### config.mk
export PLATFORM = sky130hd
export DESIGN_NAME = pio_edge_service_ctrl_flat
export DESIGN_NICKNAME = d
export VERILOG_FILES = /design/src/rtl/pio_edge_service_ctrl_if.sv /design/src/rtl/pio_edge_service_ctrl.sv /design/src/flat_wrapper.sv
export SDC_FILE = /design/constraint.sdc
export NUM_CORES = 1
export LEC_CHECK = 0
export ABC_AREA = 1
export CAP_MARGIN = 10
export CORE_ASPECT_RATIO = 1.4
export CORE_UTILIZATION = 40
export DETAILED_ROUTE_END_ITERATION = 16
export PLACE_DENSITY = 0.74
export SYNTH_ARGS = -nofsm -noshare
export SYNTH_HDL_FRONTEND = slang
export SYNTH_SLANG_ARGS = --single-unit
### constraint.sdc
create_clock -name clk -period 2.2 [get_ports clk]
set_clock_uncertainty 0.05 [all_clocks]
set_input_delay 0.44 -clock clk [delete_from_list [all_inputs] [get_ports clk]]
set_output_delay 0.44 -clock clk [all_outputs]
set_load 0.03 [all_outputs]
### src/rtl/pio_edge_service_ctrl_if.sv
// PIO Avalon-MM register bus plus the serviced-event stream.
// evt_time is present only with PIO_EDGE_SERVICE_TIMESTAMP_EN.
interface pio_edge_service_ctrl_if;
  logic [1:0]  pio_address;
  logic        pio_chipselect;
  logic        pio_write_n;
  logic [31:0] pio_writedata;
  logic [31:0] pio_readdata;
  logic        pio_irq;
  logic        evt_valid;
  logic        evt_ready;
  logic [31:0] evt_edges;
  logic [31:0] evt_data;
`ifdef PIO_EDGE_SERVICE_TIMESTAMP_EN
  logic [31:0] evt_time;

  modport master (
    output pio_address, pio_chipselect,
    output pio_write_n, pio_writedata,
    input  pio_readdata, pio_irq,
    output evt_valid, evt_edges,
    output evt_data, evt_time,
    input  evt_ready
  );

  modport slave (
    input  pio_address, pio_chipselect,
    input  pio_write_n, pio_writedata,
    output pio_readdata, pio_irq,
    input  evt_valid, evt_edges,
    input  evt_data, evt_time,
    output evt_ready
  );
`else
  modport master (
    output pio_address, pio_chipselect,
    output pio_write_n, pio_writedata,
    input  pio_readdata, pio_irq,
    output evt_valid, evt_edges,
    output evt_data,
    input  evt_ready
  );

  modport slave (
    input  pio_address, pio_chipselect,
    input  pio_write_n, pio_writedata,
    output pio_readdata, pio_irq,
    input  evt_valid, evt_edges,
    input  evt_data,
    output evt_ready
  );
`endif
endinterface

### src/rtl/pio_edge_service_ctrl.sv
// Edge-capture PIO sequencer: mask init, irq service, event stream.
// Optional macro PIO_EDGE_SERVICE_TIMESTAMP_EN adds evt_time.
module pio_edge_service_ctrl #(
  parameter logic [31:0] MASK_INIT = 32'hFFFF_FFFF,
  parameter bit          AUTO_INIT = 1'b1
) (
  input  logic                           clk,
  input  logic                           reset_n,
  pio_edge_service_ctrl_if.master        bus,
  input  logic [31:0]                    cfg_mask,
  input  logic                           cfg_mask_wr,
  output logic                           busy
);

  typedef enum logic [3:0] {
    S_RST,
    S_INIT,
    S_IDLE,
    S_MASK_WR,
    S_RD_CAP,
    S_RD_DATA,
    S_DATA_LAT,
    S_CLR,
    S_EMIT
  } state_t;

  // S_RST holds the bus quiet while reset is asserted
  localparam state_t S_BOOT = AUTO_INIT ? S_RST : S_IDLE;

  state_t      state;
  state_t      state_nx;
  logic [31:0] mask_q;
  logic        mask_pending;
  logic [31:0] edges_q;
  logic [31:0] data_q;

  always_ff @(posedge clk or negedge reset_n) begin
    if (!reset_n) begin
      state        <= S_BOOT;
      mask_q       <= '0;
      mask_pending <= 1'b0;
      edges_q      <= '0;
      data_q       <= '0;
    end else begin
      state <= state_nx;
      if (cfg_mask_wr) begin
        mask_q       <= cfg_mask;
        mask_pending <= 1'b1;
      end else if (state == S_MASK_WR) begin
        mask_pending <= 1'b0;
      end
      if (state == S_RD_DATA)
        edges_q <= bus.pio_readdata;
      if (state == S_DATA_LAT)
        data_q <= bus.pio_readdata;
    end
  end

  always_comb begin
    state_nx           = state;
    bus.pio_chipselect = 1'b0;
    bus.pio_write_n    = 1'b1;
    bus.pio_address    = 2'd0;
    bus.pio_writedata  = '0;
    bus.evt_valid      = 1'b0;
    unique case (state)
      S_RST: state_nx = S_INIT;
      S_INIT: begin
        bus.pio_chipselect = 1'b1;
        bus.pio_write_n    = 1'b0;
        bus.pio_address    = 2'd2;
        bus.pio_writedata  = MASK_INIT;
        state_nx           = S_IDLE;
      end
      S_IDLE: begin
        if (mask_pending)
          state_nx = S_MASK_WR;
        else if (bus.pio_irq)
          state_nx = S_RD_CAP;
      end
      S_MASK_WR: begin
        bus.pio_chipselect = 1'b1;
        bus.pio_write_n    = 1'b0;
        bus.pio_address    = 2'd2;
        bus.pio_writedata  = mask_q;
        state_nx           = S_IDLE;
      end
      S_RD_CAP: begin
        bus.pio_chipselect = 1'b1;
        bus.pio_address    = 2'd3;
        state_nx           = S_RD_DATA;
      end
      S_RD_DATA: begin
        bus.pio_chipselect = 1'b1;
        bus.pio_address    = 2'd0;
        state_nx           = S_DATA_LAT;
      end
      // nothing captured: spurious irq, skip clear and event
      S_DATA_LAT: state_nx = (edges_q == '0) ? S_IDLE : S_CLR;
      S_CLR: begin
        bus.pio_chipselect = 1'b1;
        bus.pio_write_n    = 1'b0;
        bus.pio_address    = 2'd3;
        bus.pio_writedata  = edges_q;
        state_nx           = S_EMIT;
      end
      S_EMIT: begin
        bus.evt_valid = 1'b1;
        if (bus.evt_ready)
          state_nx = S_IDLE;
      end
      default: state_nx = S_BOOT;
    endcase
  end

  assign bus.evt_edges = edges_q;
  assign bus.evt_data  = data_q;
  assign busy          = (state != S_IDLE);

`ifdef PIO_EDGE_SERVICE_TIMESTAMP_EN
  logic [31:0] ts_cnt;
  logic [31:0] ts_q;

  always_ff @(posedge clk or negedge reset_n) begin
    if (!reset_n) begin
      ts_cnt <= '0;
      ts_q   <= '0;
    end else begin
      ts_cnt <= ts_cnt + 32'd1;
      if (state == S_RD_CAP)
        ts_q <= ts_cnt;
    end
  end

  assign bus.evt_time = ts_q;
`endif

endmodule

### src/flat_wrapper.sv
// flat-port wrapper written by rule: the top's interface ports become plain ports
module pio_edge_service_ctrl_flat 
#(
  parameter logic [31:0] MASK_INIT = 32'hFFFF_FFFF,
  parameter bit          AUTO_INIT = 1'b1
)
  (clk, reset_n, cfg_mask, cfg_mask_wr, busy, bus_pio_address, bus_pio_chipselect, bus_pio_write_n, bus_pio_writedata, bus_pio_readdata, bus_pio_irq, bus_evt_valid, bus_evt_edges, bus_evt_data, bus_evt_ready);
  pio_edge_service_ctrl_if bus_i ();
  input  logic clk;
  input  logic reset_n;
  input  logic [31:0] cfg_mask;
  input  logic cfg_mask_wr;
  output logic busy;
  output wire logic [$bits(bus_i.pio_address)-1:0] bus_pio_address;
  output wire logic [$bits(bus_i.pio_chipselect)-1:0] bus_pio_chipselect;
  output wire logic [$bits(bus_i.pio_write_n)-1:0] bus_pio_write_n;
  output wire logic [$bits(bus_i.pio_writedata)-1:0] bus_pio_writedata;
  input wire logic [$bits(bus_i.pio_readdata)-1:0] bus_pio_readdata;
  input wire logic [$bits(bus_i.pio_irq)-1:0] bus_pio_irq;
  output wire logic [$bits(bus_i.evt_valid)-1:0] bus_evt_valid;
  output wire logic [$bits(bus_i.evt_edges)-1:0] bus_evt_edges;
  output wire logic [$bits(bus_i.evt_data)-1:0] bus_evt_data;
  input wire logic [$bits(bus_i.evt_ready)-1:0] bus_evt_ready;
  assign bus_pio_address = bus_i.pio_address;
  assign bus_pio_chipselect = bus_i.pio_chipselect;
  assign bus_pio_write_n = bus_i.pio_write_n;
  assign bus_pio_writedata = bus_i.pio_writedata;
  assign bus_i.pio_readdata = bus_pio_readdata;
  assign bus_i.pio_irq = bus_pio_irq;
  assign bus_evt_valid = bus_i.evt_valid;
  assign bus_evt_edges = bus_i.evt_edges;
  assign bus_evt_data = bus_i.evt_data;
  assign bus_i.evt_ready = bus_evt_ready;
  pio_edge_service_ctrl #(.MASK_INIT(MASK_INIT), .AUTO_INIT(AUTO_INIT)) u_core (.clk(clk), .reset_n(reset_n), .bus(bus_i), .cfg_mask(cfg_mask), .cfg_mask_wr(cfg_mask_wr), .busy(busy));
endmodule
Word-level counts from Yosys, hierarchy flattened
Index checks and enable logic that the tools add are counted.

Multiplexer cells: 12. Equal/unequal tests: 11. Reductions and logical operators: 8.

Operators by type and width (count): 32-bit one-hot mux with 3 select lines (1); 32-bit logical NOT (1); 4-bit one-hot mux with 8 select lines (1); 4-bit by 3-bit equality test with 1-bit output, second input constant (4); 4-bit 2-to-1 mux (3); 4-bit by 2-bit equality test with 1-bit output, second input constant (2); 1-bit 2-to-1 mux (5); 5-bit OR reduction (1); 4-bit by 1-bit equality test with 1-bit output, second input constant (1); 4-bit equality test, second input constant (1); 4-bit logical NOT (1); 4-bit by 2-bit inequality test with 1-bit output, second input constant (1); 2-bit one-hot mux with 2 select lines (1); 2-bit OR reduction (2); 3-bit 2-to-1 mux (1); 3-bit by 2-bit inequality test with 1-bit output, second input constant (1); 3-bit OR reduction (1); 2-bit inequality test, second input constant (1); 2-bit AND reduction (1); 2-bit nonzero test (1).

Register bits after elaboration: 101. Word-level logic and storage cells: 36. Input port bits: 69.

Logic depth before layout (Yosys ltp)
Depth in word-level cells: 3. Gate-level depth with buffers: 7. Depth with buffers taken out: 7.

Worst setup path after synthesis
OpenSTA, ideal clock, no wires.

Path type: flip-flop to output port. Start: register u_core.state[2]. End: output port bus_pio_chipselect. Cell stages (with the launch flop): 7. Path buffers: 0. Arrival time: 1.579 ns. Slack: 0.131 ns. Cells stage by stage: dfrtp_1 inv_1 nor2_4 inv_1 nor2_4 a21oi_1 nand2_1.

Word-level cells in the longest chain between the ends: 3.

RTL lines: start: declaration (line pio_edge_service_ctrl.sv:30) `state_t state;`; start signal: assignment (line pio_edge_service_ctrl.sv:45) `state <= state_nx;`; 4-bit by 1-bit equality test with 1-bit output (tied with other cells) (line pio_edge_service_ctrl.sv:66) `unique case (state)`; 5-bit OR reduction (no source line) (*); 1-bit 2-to-1 mux (*) (line pio_edge_service_ctrl.sv:66); end: declaration (line flat_wrapper.sv:15) `output wire logic [$bits(bus_i.pio_chipselect)-1:0] bus_pio_chipselect;`.

Every way passes the cells marked *; elsewhere a longest branch is shown, timed or not.

Worst setup path in the final report
Start: register u_core.state[2]. End: output port bus_pio_writedata[29].

Word-level cells in the longest chain between the ends: 2.

RTL lines: 4-bit by 3-bit equality test with 1-bit output (tied with other cells) (line pio_edge_service_ctrl.sv:66); 32-bit one-hot mux with 3 select lines (*) (line pio_edge_service_ctrl.sv:66); end: declaration (line flat_wrapper.sv:17) `output wire logic [$bits(bus_i.pio_writedata)-1:0] bus_pio_writedata;`.

Marks and branches as above.

==> results_dict.tcl <==
set metrics [dict create \
    finalCritPeriodShare 1.02 \
    die_area_mm2 0.0118 \
    insertion_delay_ps 340 \
    core_mm2 0.0109 \
    cts-root-buf "clkbuf_16" \
    crit_path_max_fanout 9 \
    netlist_top_cells_area "dfrtp_1, nand2_1, o21ai_0" \
    grt-ovfl-total 0 \
    power.density_mw_per_mm2 1710 \
    fin_crit_ps 2240 \
    final_nets 762 \
    tightestPinTransition_ps 616 \
    holdBufCountCts 0 \
    grt_antenna_before_repair 0 \
    drt_iter0_drc 270 \
    synth_commonest_cells "nand2_1, dfrtp_1, inv_1" \
    grt_pass1_wl_um 20800 \
    switching_share 0.475 \
    slew_headroom 0.589 \
    whs_ps 99.2 \
    met3_length_um 720 \
    crit_path_frequent_cell "buf_4" \
    yosys.cell_count.top_type "nand2_1" \
    dr_wl_met2_um 6660 \
    yosysTopAreaCellShare 0.556 \
    crit_slowest_cell "dfrtp_1" \
    p_leak_nw 3.17 \
    final_util 0.606 \
    antenna_left 0 \
    initial_core_util 0.416 \
    cts.sinks 101 \
    rows 45 \
    critPathCaptureType "output pin" \
    grt_setup_unrepaired "yes" \
    synth_edf_count 0 \
    cts_buffers 9 \
    io_buffers 170 \
    synthFlopType "dfrtp_1" \
    finalHoldViolCount 0 \
    netlist-cell-type-count 21 \
    die_w_um 92.1 \
    layout_setup_ws_ps -39.1 \
    ys_ff_latch 101 \
    grt_usage 0.227 \
    wirelength_um 12900 \
    fmax_mhz 447 \
    synth_top_cell_by_area "dfrtp_1" \
    gp_congestion 0.854 \
    fin_total_pwr_mw 11.3 \
    max_cap_viol_count 0 \
    p_int_mw 5.93 \
    htreeDepth 3 \
    setup_tns_ps -211 \
    fp.dieH_um 128 \
    route.top_layer_used "met4" \
    worstSetupPathType "register to output pin" \
    fin_area_mm2 0.00662 \
    wl_per_cell_um 15.4 \
    synth.avg_cell_area_um2 8.65 \
    num_io_pins 171 \
    cp_cell_sequence "buf_4, nor2_4, nand3_4, buf_6, o211ai_1, buf_4" \
    outcome "finished with violations" \
    ir_drop_v 0.00105 \
    via_per_inst 4.91 \
    async_reset_ff_frac 1.00 \
    synth-seq-area-share 0.556 \
    cts_buffer_depth 2 \
    diodes 0 \
    via_count 4119 \
    setup_viol 13 \
    critPathMaxStageDelay_ps 380 \
    drcViolationCount 0 \
    drtPass1Iterations 5 \
    grt_max_degree 102 \
    wl_met1_um 5070 \
    start_kind "register" \
    power_frac_seq 0.280 \
    placed_area_mm2 0.00622 \
    grt_pass1_vias 4176 \
    critPathArrivalTime_ps 1750 \
    synth_area_mm2 0.00454 \
    clk_pin_slew_ps 70 \
    syn-num-nets 594 \
    place_hpwl_um 9350 \
    violations "setup timing" \
    cts_tree "yes" \
    ys_warn_count 0 \
    min_path_type "input port to asynchronous set/reset pin" \
    syn_inst 525 \
    maxSlewViolCount 0 \
    power_frac_clock 0.130 \
    p_comb_frac 0.590 \
    areaGrowthSynthToFinish_pct 45.6 \
    required_ps 1710 \
    switchingPower_mw 5.36 \
    drive_above_1_share 0.126 \
]
-- final timing paths --
| check | start | endpoint | slack [ps] | depth (start not counted) |
|---|---|---|---|---|
| setup / recovery | u_core.state[2] | bus_pio_writedata[29] | -40 | 6 |
| hold / removal | reset_n | u_core.bus.evt_edges[16] | 100 | 2 |
| setup reg to reg | u_core.state[2] | u_core.state[0] | 380 | 8 |
| hold reg to reg | u_core.bus.evt_data[16] | u_core.bus.evt_data[16] | 440 | 2 |
| max in group asynchronous | reset_n | u_core.state[0] | 1560 | 2 |
| min in group clk | u_core.bus.evt_data[16] | u_core.bus.evt_data[16] | 440 | 2 |
-- cells in the final DEF, fill, tap and decap left out --
master | Yosys | final
a21o_1 | 1 | 1
buf_8 | 0 | 1
dlygate4sd2_1 | 0 | 2
nand3b_1 | 1 | 1
buf_2 | 3 | 1
o211ai_1 | 26 | 26
clkbuf_2 | 0 | 1
o21ai_1 | 35 | 35
buf_4 | 5 | 40
dfrtp_2 | 0 | 2
clkinv_4 | 0 | 2
inv_2 | 0 | 2
nor2_1 | 25 | 25
o211ai_2 | 4 | 4
buf_12 | 0 | 4
clkinv_2 | 0 | 2
clkinvlp_4 | 0 | 2
inv_6 | 0 | 1
nand2_1 | 147 | 146
buf_6 | 12 | 8
or2_2 | 1 | 1
nand3_1 | 3 | 2
nand3_4 | 0 | 1
o221ai_2 | 0 | 2
nand4_1 | 1 | 1
inv_1 | 77 | 75
o21ai_0 | 64 | 64
nor2_4 | 3 | 3
clkdlybuf4s50_1 | 0 | 130
dfrtp_1 | 101 | 99
nand2_2 | 1 | 2
a21oi_1 | 3 | 3
clkbuf_16 | 0 | 9
-- power groups by stage --
stage	clock (mW)	sequential [mW]	combinational, mW
finish	1.47	3.17	6.66
global route	1.59	3.26	7.07
CTS	1.50	3.17	6.62
detailed placement	0	3.18	6.48
global placement	0	3.16	6.37
floorplan	0	4.23	2.69
-- kinds of logic (layout without fill, tap and decap cells) --
| kind of cell | count (synthesis) | count (layout) | share of synthesized area |
|---|---|---|---|
| compound gates | 135 | 135 | 0.172 |
| simple gates | 182 | 182 | 0.159 |
| flops | 101 | 101 | 0.556 |
| buf+inv | 107 | 280 | 0.113 |
-- sequential cells by signal (all words and copies together) (netlist names) --
| name | cells |
|---|---|
| u_core.state | 4 |
| u_core.mask_q | 32 |
| u_core.bus.evt_data | 32 |
| u_core.bus.evt_edges | 32 |
| u_core.mask_pending | 1 |
-- metal layers --
layer  track usage  up-vias
met5             0        -
met4         0.106        0
met3        0.0445       31
met2         0.392      149
met1         0.270     1937
li1              -     2002
-- metrics by stage --
stage | setup slack, ps | instances
finish | -39.1 | 839
global placement | 156 | 817
floorplan | 131 | 525
global route | -121 | 839
detailed placement | 112 | 817
CTS | -28.2 | 839
-- layout make-up --
type                    count  area, um2
fillers                   959       4310
clock buffers               9        225
inverters                  77        289
clock inverters             7       51.3
flip-flops and latches    101       2530
well taps                 141        176
multi-input cells         317       1530
repair buffers            187       1810
-- critical path, delay by kind of cell, from the launching register on --
family | cells | cell delay [ps]
flip-flops | 1 | 380
AO/OA/AOI/OAI | 1 | 220
AND/OR/NAND/NOR | 2 | 280
buffers and inverters | 3 | 520
-- what timing repair did --
| item | CTS | global route |
|---|---|---|
| pin swaps | 1 | 2 |
| setup endpoints to repair | 37 | 33 |
| resized for setup | 15 | 12 |
| buffers inserted | 5 | 0 |
| gates cloned | 1 | 0 |
No activity file was read; power rests on OpenSTA's default activity.
